`src/rtl/rtc_display_update_sched_pkg.sv`:
```
// Shared constants, register indices, FSM encoding and the staged-entry
// format for the RTC display update scheduler. The optional discard
// counter is enabled by defining SCHED_DROP_CNT_EN.
package rtc_display_update_sched_pkg;

  // Frame geometry of the 640x480 sync generator (lines)
  localparam int VM      = 480;
  localparam int V_TOTAL = 525;

  // Shadow bank geometry
  localparam int NREG  = 9;
  localparam int DEPTH = 4;

  // Shadow register indices
  localparam logic [3:0] REG_SEC      = 4'd0;
  localparam logic [3:0] REG_MIN      = 4'd1;
  localparam logic [3:0] REG_HOUR     = 4'd2;
  localparam logic [3:0] REG_DAY      = 4'd3;
  localparam logic [3:0] REG_MONTH    = 4'd4;
  localparam logic [3:0] REG_YEAR     = 4'd5;
  localparam logic [3:0] REG_TMR_SEC  = 4'd6;
  localparam logic [3:0] REG_TMR_MIN  = 4'd7;
  localparam logic [3:0] REG_TMR_HOUR = 4'd8;

  // Commit scheduler states
  typedef enum logic [1:0] {
    ST_IDLE   = 2'd0,
    ST_WAIT   = 2'd1,
    ST_COMMIT = 2'd2,
    ST_DONE   = 2'd3
  } sched_state_e;

  // One staged update: register index plus BCD value (12 bits)
  typedef struct packed {
    logic [3:0] addr;
    logic [7:0] data;
  } sched_entry_t;

  // True when an index names a real shadow register
  function automatic logic addr_valid(input logic [3:0] a);
    return a < 4'(NREG);
  endfunction

endpackage

```
`src/rtl/rtc_display_update_sched_if.sv`:
```
// Bus between the RTC read/write FSM, the pixel generator and the scheduler.
//
// Write handshake: the requester raises wr_req with wr_addr/wr_data stable
// and holds them until wr_ack. wr_ack is a one-cycle pulse and the entry is
// captured on the clock edge that ends the ack cycle. A wr_req still high in
// the cycle after the ack is treated as a fresh request. Without space the
// request simply waits; nothing is dropped.
// Read port: rd_data is a combinational view of shadow[rd_addr].
interface rtc_display_update_sched_if;
  logic       wr_req;
  logic [3:0] wr_addr;
  logic [7:0] wr_data;
  logic       wr_ack;
  logic [3:0] rd_addr;
  logic [7:0] rd_data;

  modport master (
    output wr_req, wr_addr, wr_data, rd_addr,
    input  wr_ack, rd_data
  );

  modport slave (
    input  wr_req, wr_addr, wr_data, rd_addr,
    output wr_ack, rd_data
  );
endinterface

```
`src/rtl/rtc_display_update_sched_fifo.sv`:
```
// Staging FIFO for pending shadow updates. Show-ahead: dout is the head
// entry whenever the FIFO is not empty. A push while full is accepted only
// together with a pop in the same cycle (the caller guarantees this).
module sched_fifo #(
  parameter int DEPTH = 4,
  parameter int W     = 12
) (
  input  logic                     clk,
  input  logic                     rst,
  input  logic                     push,
  input  logic [W-1:0]             din,
  input  logic                     pop,
  output logic [W-1:0]             dout,
  output logic                     full,
  output logic                     empty,
  output logic [$clog2(DEPTH):0]   count
);

  localparam int PW = $clog2(DEPTH);
  localparam int CW = PW + 1;

  logic [W-1:0]  mem [DEPTH];
  logic [PW-1:0] wr_ptr;
  logic [PW-1:0] rd_ptr;

  assign dout  = mem[rd_ptr];
  assign full  = (count == CW'(DEPTH));
  assign empty = (count == '0);

  // Storage array; contents need no reset because count gates validity
  always_ff @(posedge clk) begin
    if (push) mem[wr_ptr] <= din;
  end

  // Pointers wrap modulo DEPTH; occupancy kept in a separate counter
  always_ff @(posedge clk or posedge rst) begin
    if (rst) begin
      wr_ptr <= '0;
      rd_ptr <= '0;
      count  <= '0;
    end else begin
      if (push) wr_ptr <= wr_ptr + PW'(1);
      if (pop)  rd_ptr <= rd_ptr + PW'(1);
      case ({push, pop})
        2'b10:   count <= count + CW'(1);
        2'b01:   count <= count - CW'(1);
        default: count <= count;
      endcase
    end
  end

endmodule

```
`src/rtl/rtc_display_update_sched.sv`:
```
// RTC display update scheduler. Updates from the RTC side are staged in a
// small FIFO and committed to the shadow bank only during vertical blanking,
// so the pixel generator never draws a frame with mixed old/new digits.
// Optional: define SCHED_DROP_CNT_EN to add drop_cnt, a saturating count of
// entries discarded at commit for an out-of-range register index.
module rtc_display_update_sched
  import rtc_display_update_sched_pkg::*;
(
  input  logic                              CLK,
  input  logic                              RESET,
  input  logic [9:0]                        pixel_Y,
  rtc_display_update_sched_if.slave         bus,
  output logic                              in_vblank,
  output logic                              commit_done,
  output logic [2:0]                        pending,
  output sched_state_e                      state_dbg
`ifdef SCHED_DROP_CNT_EN
  ,
  output logic [7:0]                        drop_cnt
`endif
);

  localparam int CW = $clog2(DEPTH) + 1;

  sched_state_e  state_q;
  sched_state_e  state_d;
  logic          in_vblank_q;
  logic          ack_prev_q;
  logic          push;
  logic          pop;
  logic          fifo_full;
  logic          fifo_empty;
  logic [CW-1:0] fifo_count;
  logic [11:0]   fifo_dout;
  sched_entry_t  head;
  sched_entry_t  wr_entry;
  logic [7:0]    shadow [NREG];

  assign wr_entry.addr = bus.wr_addr;
  assign wr_entry.data = bus.wr_data;
  assign head          = sched_entry_t'(fifo_dout);

  // Pop one entry per cycle while committing inside the blank
  assign pop = (state_q == ST_COMMIT) && in_vblank_q && !fifo_empty;

  // Accept when space exists, or when the head leaves in the same cycle;
  // the previous-cycle ack keeps each accept to a single-cycle pulse
  assign push       = bus.wr_req && !ack_prev_q && (!fifo_full || pop);
  assign bus.wr_ack = push;

  assign in_vblank = in_vblank_q;
  assign pending   = 3'(fifo_count);
  assign state_dbg = state_q;

  sched_fifo #(
    .DEPTH (DEPTH),
    .W     (12)
  ) u_fifo (
    .clk   (CLK),
    .rst   (RESET),
    .push  (push),
    .din   (wr_entry),
    .pop   (pop),
    .dout  (fifo_dout),
    .full  (fifo_full),
    .empty (fifo_empty),
    .count (fifo_count)
  );

  // Registered blanking qualifier and ack history
  always_ff @(posedge CLK or posedge RESET) begin
    if (RESET) begin
      in_vblank_q <= 1'b0;
      ack_prev_q  <= 1'b0;
    end else begin
      in_vblank_q <= (pixel_Y >= 10'(VM));
      ack_prev_q  <= push;
    end
  end

  // FSM state register
  always_ff @(posedge CLK or posedge RESET) begin
    if (RESET) state_q <= ST_IDLE;
    else       state_q <= state_d;
  end

  // FSM next state and commit_done pulse
  always_comb begin
    state_d     = state_q;
    commit_done = 1'b0;
    case (state_q)
      ST_IDLE: begin
        if (fifo_count != '0) state_d = in_vblank_q ? ST_COMMIT : ST_WAIT;
      end
      ST_WAIT: begin
        if (in_vblank_q) state_d = ST_COMMIT;
      end
      ST_COMMIT: begin
        // Blank ended (or nothing to pop): stop; leftovers wait a frame.
        // Last entry popped with no refill: burst finished.
        if (!pop)                                      state_d = ST_DONE;
        else if (fifo_count == CW'(1) && !push)        state_d = ST_DONE;
      end
      ST_DONE: begin
        commit_done = 1'b1;
        state_d     = ST_IDLE;
      end
      default: state_d = ST_IDLE;
    endcase
  end

  // Shadow bank update; out-of-range indices match no register
  always_ff @(posedge CLK or posedge RESET) begin
    if (RESET) begin
      for (int i = 0; i < NREG; i++) shadow[i] <= 8'h00;
    end else if (pop) begin
      for (int i = 0; i < NREG; i++) begin
        if (head.addr == 4'(i)) shadow[i] <= head.data;
      end
    end
  end

  // Read mux for the pixel generator; 0 beyond the bank
  always_comb begin
    bus.rd_data = 8'h00;
    for (int i = 0; i < NREG; i++) begin
      if (bus.rd_addr == 4'(i)) bus.rd_data = shadow[i];
    end
  end

`ifdef SCHED_DROP_CNT_EN
  // Saturating count of entries discarded for an invalid index
  always_ff @(posedge CLK or posedge RESET) begin
    if (RESET) begin
      drop_cnt <= 8'd0;
    end else if (pop && !addr_valid(head.addr) && drop_cnt != 8'hFF) begin
      drop_cnt <= drop_cnt + 8'd1;
    end
  end
`endif

endmodule

```
`src/flat_wrapper.sv`:
```
// flat-port wrapper written by rule: the top's interface ports become plain ports
module rtc_display_update_sched_flat import rtc_display_update_sched_pkg::*;
  (CLK, RESET, pixel_Y, in_vblank, commit_done, pending, state_dbg, bus_wr_req, bus_wr_addr, bus_wr_data, bus_rd_addr, bus_wr_ack, bus_rd_data);
  rtc_display_update_sched_if bus_i ();
  input  logic CLK;
  input  logic RESET;
  input  logic [9:0] pixel_Y;
  output logic in_vblank;
  output logic commit_done;
  output logic [2:0] pending;
  output sched_state_e state_dbg;
  input wire logic [$bits(bus_i.wr_req)-1:0] bus_wr_req;
  input wire logic [$bits(bus_i.wr_addr)-1:0] bus_wr_addr;
  input wire logic [$bits(bus_i.wr_data)-1:0] bus_wr_data;
  input wire logic [$bits(bus_i.rd_addr)-1:0] bus_rd_addr;
  output wire logic [$bits(bus_i.wr_ack)-1:0] bus_wr_ack;
  output wire logic [$bits(bus_i.rd_data)-1:0] bus_rd_data;
  assign bus_i.wr_req = bus_wr_req;
  assign bus_i.wr_addr = bus_wr_addr;
  assign bus_i.wr_data = bus_wr_data;
  assign bus_i.rd_addr = bus_rd_addr;
  assign bus_wr_ack = bus_i.wr_ack;
  assign bus_rd_data = bus_i.rd_data;
  rtc_display_update_sched u_core (.CLK(CLK), .RESET(RESET), .pixel_Y(pixel_Y), .bus(bus_i), .in_vblank(in_vblank), .commit_done(commit_done), .pending(pending), .state_dbg(state_dbg));
endmodule
```
`config.mk`:
```
export PLATFORM = sky130hd
export DESIGN_NAME = rtc_display_update_sched_flat
export DESIGN_NICKNAME = d
export VERILOG_FILES = /design/src/rtl/rtc_display_update_sched_pkg.sv /design/src/rtl/rtc_display_update_sched_if.sv /design/src/rtl/rtc_display_update_sched_fifo.sv /design/src/rtl/rtc_display_update_sched.sv /design/src/flat_wrapper.sv
export SDC_FILE = /design/constraint.sdc
export NUM_CORES = 1
export LEC_CHECK = 0
export ABC_CLOCK_PERIOD_IN_PS = 3640
export BUFFER_PORTS_ARGS = -buffer_cell sky130_fd_sc_hd__buf_4
export CORE_ASPECT_RATIO = 1.25
export CORE_UTILIZATION = 54
export CTS_CLUSTER_DIAMETER = 150
export DETAILED_ROUTE_END_ITERATION = 8
export PLACE_DENSITY_LB_ADDON = 0.05
export SLEW_MARGIN = 20
export SYNTH_ARGS = -nofsm -noshare
export SYNTH_HDL_FRONTEND = slang
export SYNTH_SLANG_ARGS = --single-unit
```
`constraint.sdc`:
```
create_clock -name CLK -period 3.64 [get_ports CLK]
set_clock_uncertainty 0.15 [all_clocks]
set_input_delay 0.91 -clock CLK [delete_from_list [all_inputs] [get_ports CLK]]
set_output_delay 0.91 -clock CLK [all_outputs]
set_load 0.01 [all_outputs]
```
==> results by group <==
Outcome
  • Status: completed

Timing
  • Slew Viols, Final: 0
  • Aggregate negative setup slack: 0 ns
  • Final setup violating endpoints: 0
  • Worst-margin pin slew: 0.696 ns
  • Tcrit/Tclk final: 94.4%
  • Fmax: 0.291 GHz
  • RSZ-0062 raised after global routing: no
  • Final min period: 3.44 ns
  • Final hold violations: 0
  • Slew headroom: 53.6%

Die
  • Core area: 10700 sq um
  • I/O pin count: 45
  • Starting Density: 56.0%
  • Die Span X: 96.1 um
  • Die area: 11500 sq um
  • Row cnt: 42
  • Die height: 120 um

Flow run
  • Max-capacitance violation count: 0

Logic synthesis
  • Syn nets: 421
  • Mapped Area: 5970 sq um
  • Synth Warn #: 0
  • Post-synthesis cell type count: 37
  • Synth Flop Type: dfrtp_1
  • Yosys reg bits: 131
  • Post-synthesis sequential area ratio: 58.9%
  • Post-synth ARST share: 63.4%
  • Post-Syn Instances: 379
  • Syn Area/Cell: 15.8 sq um
  • Post-synth EDFFs: 48

Critical path
  • Critical path class: in -> out
  • Reg2Reg Depth: 6
  • Worst-path maximum fanout: 15
  • Worst setup SP type: input port
  • Crit path capture type: output port
  • Data arrival time of the worst path: 2.38 ns
  • CP required: 2.58 ns

CTS
  • CTS Buf Count: 17
  • Clock latency on the worst-skew pair: 0.41 ns
  • Max Root-Sink Buffers: 2
  • Setup Buffers After CTS: 0
  • Worst-path clk slew: 0.06 ns
  • CTS sink cnt: 131
  • CTS-repair resized insts: 0
  • Root Driver: clkbuf_16
  • Hold buffers post-CTS: 0
  • Htree depth: 4
  • TritonCTS clock tree: built

Cells and area
  • Layout cells sized above 1: 42.0%
  • FILL cells: 807
  • Area growth, synth to finish: 17.4%
  • Antenna cell count: 0
  • Fin nets: 474

Pwr
  • Switching part of the total: 30.2%
  • Leak: 0.00299 uW
  • Total power: 5380 uW
  • Sequential share of power: 41.4%
  • Net Switching: 1620 uW
  • Clk pwr share: 30.8%
  • Pwr dens: 767 nW/um^2
  • Logic pwr share: 27.8%
  • Int Pwr: 3750 uW
  • Max VDD drop: 0.000419 V

Drt
  • Vias/cell: 5.84
  • WL per Instance: 19.7 um
  • Drt total wl: 11.4 mm
  • Iter 0 DRT Violations: 163
  • Vias: 3369
  • DRC violations left: 0
  • DR pass1 iterations: 4
  • DRT antenna net count: 0

Global route
  • GRT Total Usage: 21.8%
  • Vias in the first global route: 3450
  • Pin count of the biggest net entering global routing: 74
  • Initial antenna violation count: 0
  • First-pass GRT wire length: 18.1 mm
  • Gr ovfl total: 0

Placed design
  • Gpl congestion: 0.734
  • Final HPWL DP: 7.46 mm
  • I/O Buffers: 39

Min path
  • Hold/Removal Path Class: in -> async
## layout make-up
class,instances,area (sq um),area share [%]
Clock buffer,17,425,6.07
Clock inverter,15,154,2.19
Inverter,10,38.8,0.553
Multi-Input combinational cell,225,2340,33.4
Sequential cell,131,3520,50.2
Tap cell,132,165,2.36
Timing Repair Buffer,47,365,5.21
## cells by family after synthesis
group	synth area share, %
DFF	58.9
muxes	25.1
and+or+nand+nor	7.06
AOI/OAI and AO/OA	3.77
buffers and inverters	1.84
adders and majority gates	2.72
xor gates and xnor gates	0.586
## through the flow
stage / utilization, % / instance area (sq um) / instances / setup WS, ns / hold slack [ns]
6_report: 65.7 / 7010 / 577 / 0.205 / 0.264
5_1_grt: 65.7 / 7010 / 577 / 0.0915 / 0.270
4_1_cts: 65.7 / 7010 / 577 / 0.192 / 0.258
3_5_place_dp: 60.3 / 6430 / 545 / 0.197 / 0.338
3_3_place_gp: 60.3 / 6430 / 545 / 0.205 / 0.332
2_1_floorplan: - / 5970 / 379 / 0.217 / 0.324
## worst max-delay path: stages
cell	delay (ns)
buf_4	0.22
mux4_2	0.53
nor3b_1	0.15
a221oi_1	0.25
o21ai_0	0.14
buf_4	0.16
## flip-flops by register name, summed over array words and instances (netlist names)
name	cells
u_core.shadow	72
u_core.ack_prev_q	1
u_core.u_fifo.mem	48
u_core.u_fifo.wr_ptr	2
u_core.u_fifo.rd_ptr	2
u_core.state_dbg	2
u_core.in_vblank	1
u_core.u_fifo.count	3
## layout by cell type, fill, tap and decap left out, drive strengths merged, types with 12 or more instances in the layout
cell type	n
nor2b	15
edfxtp	48
mux2	77
buf	47
inv	14
clkbuf	17
dfrtp	83
ha	13
nand2	12
mux4	25
## power groups by stage
stage / combinational [uW] / sequential [uW] / clock [uW]
finish: 1490 / 2230 / 1660
global route: 1640 / 2280 / 1740
CTS: 1520 / 2230 / 1680
detailed placement: 1510 / 2250 / 0
global placement: 1470 / 2220 / 0
floorplan: 1160 / 2150 / 0
## Yosys cell counts, drive strengths merged, types with 8 or more instances
| library cell | n | share of area [%] |
|---|---|---|
| dfrtp | 83 | 35 |
| mux2 | 77 | 15 |
| edfxtp | 48 | 24 |
| mux4 | 25 | 9.4 |
| nor2b | 15 | 1.6 |
| ha | 13 | 2.7 |
| nand2 | 12 | 0.75 |
| inv | 10 | 0.63 |
| nor2 | 10 | 0.63 |
| nor3b | 9 | 1.5 |
| o21ai | 9 | 0.75 |
| buf | 8 | 0.90 |
## per-layer routing
layer  track usage [%]  wire length (um)  up-vias
met1              28.7              5130     1747
met2              36.1              5720       60
met4              8.68               225        0
met5                 0                 0        -
met3              3.42               271       18
li1                  -                 -     1544
## path summary, 6_finish.rpt
path | start | to | slack (ns)
worst max-delay path | bus_rd_addr[0] | bus_rd_data[1] | 0.20
worst min-delay path | RESET | u_core.state_dbg[0] | 0.26
worst max register to register | u_core.u_fifo.count[0] | u_core.shadow[20] | 1.02
worst min register to register | u_core.shadow[53] | u_core.shadow[53] | 0.35
max in group asynchronous | RESET | u_core.shadow[8] | 2.43
min in group CLK | u_core.shadow[53] | u_core.shadow[53] | 0.35
Note: power is estimated with default switching activity, not from simulation.
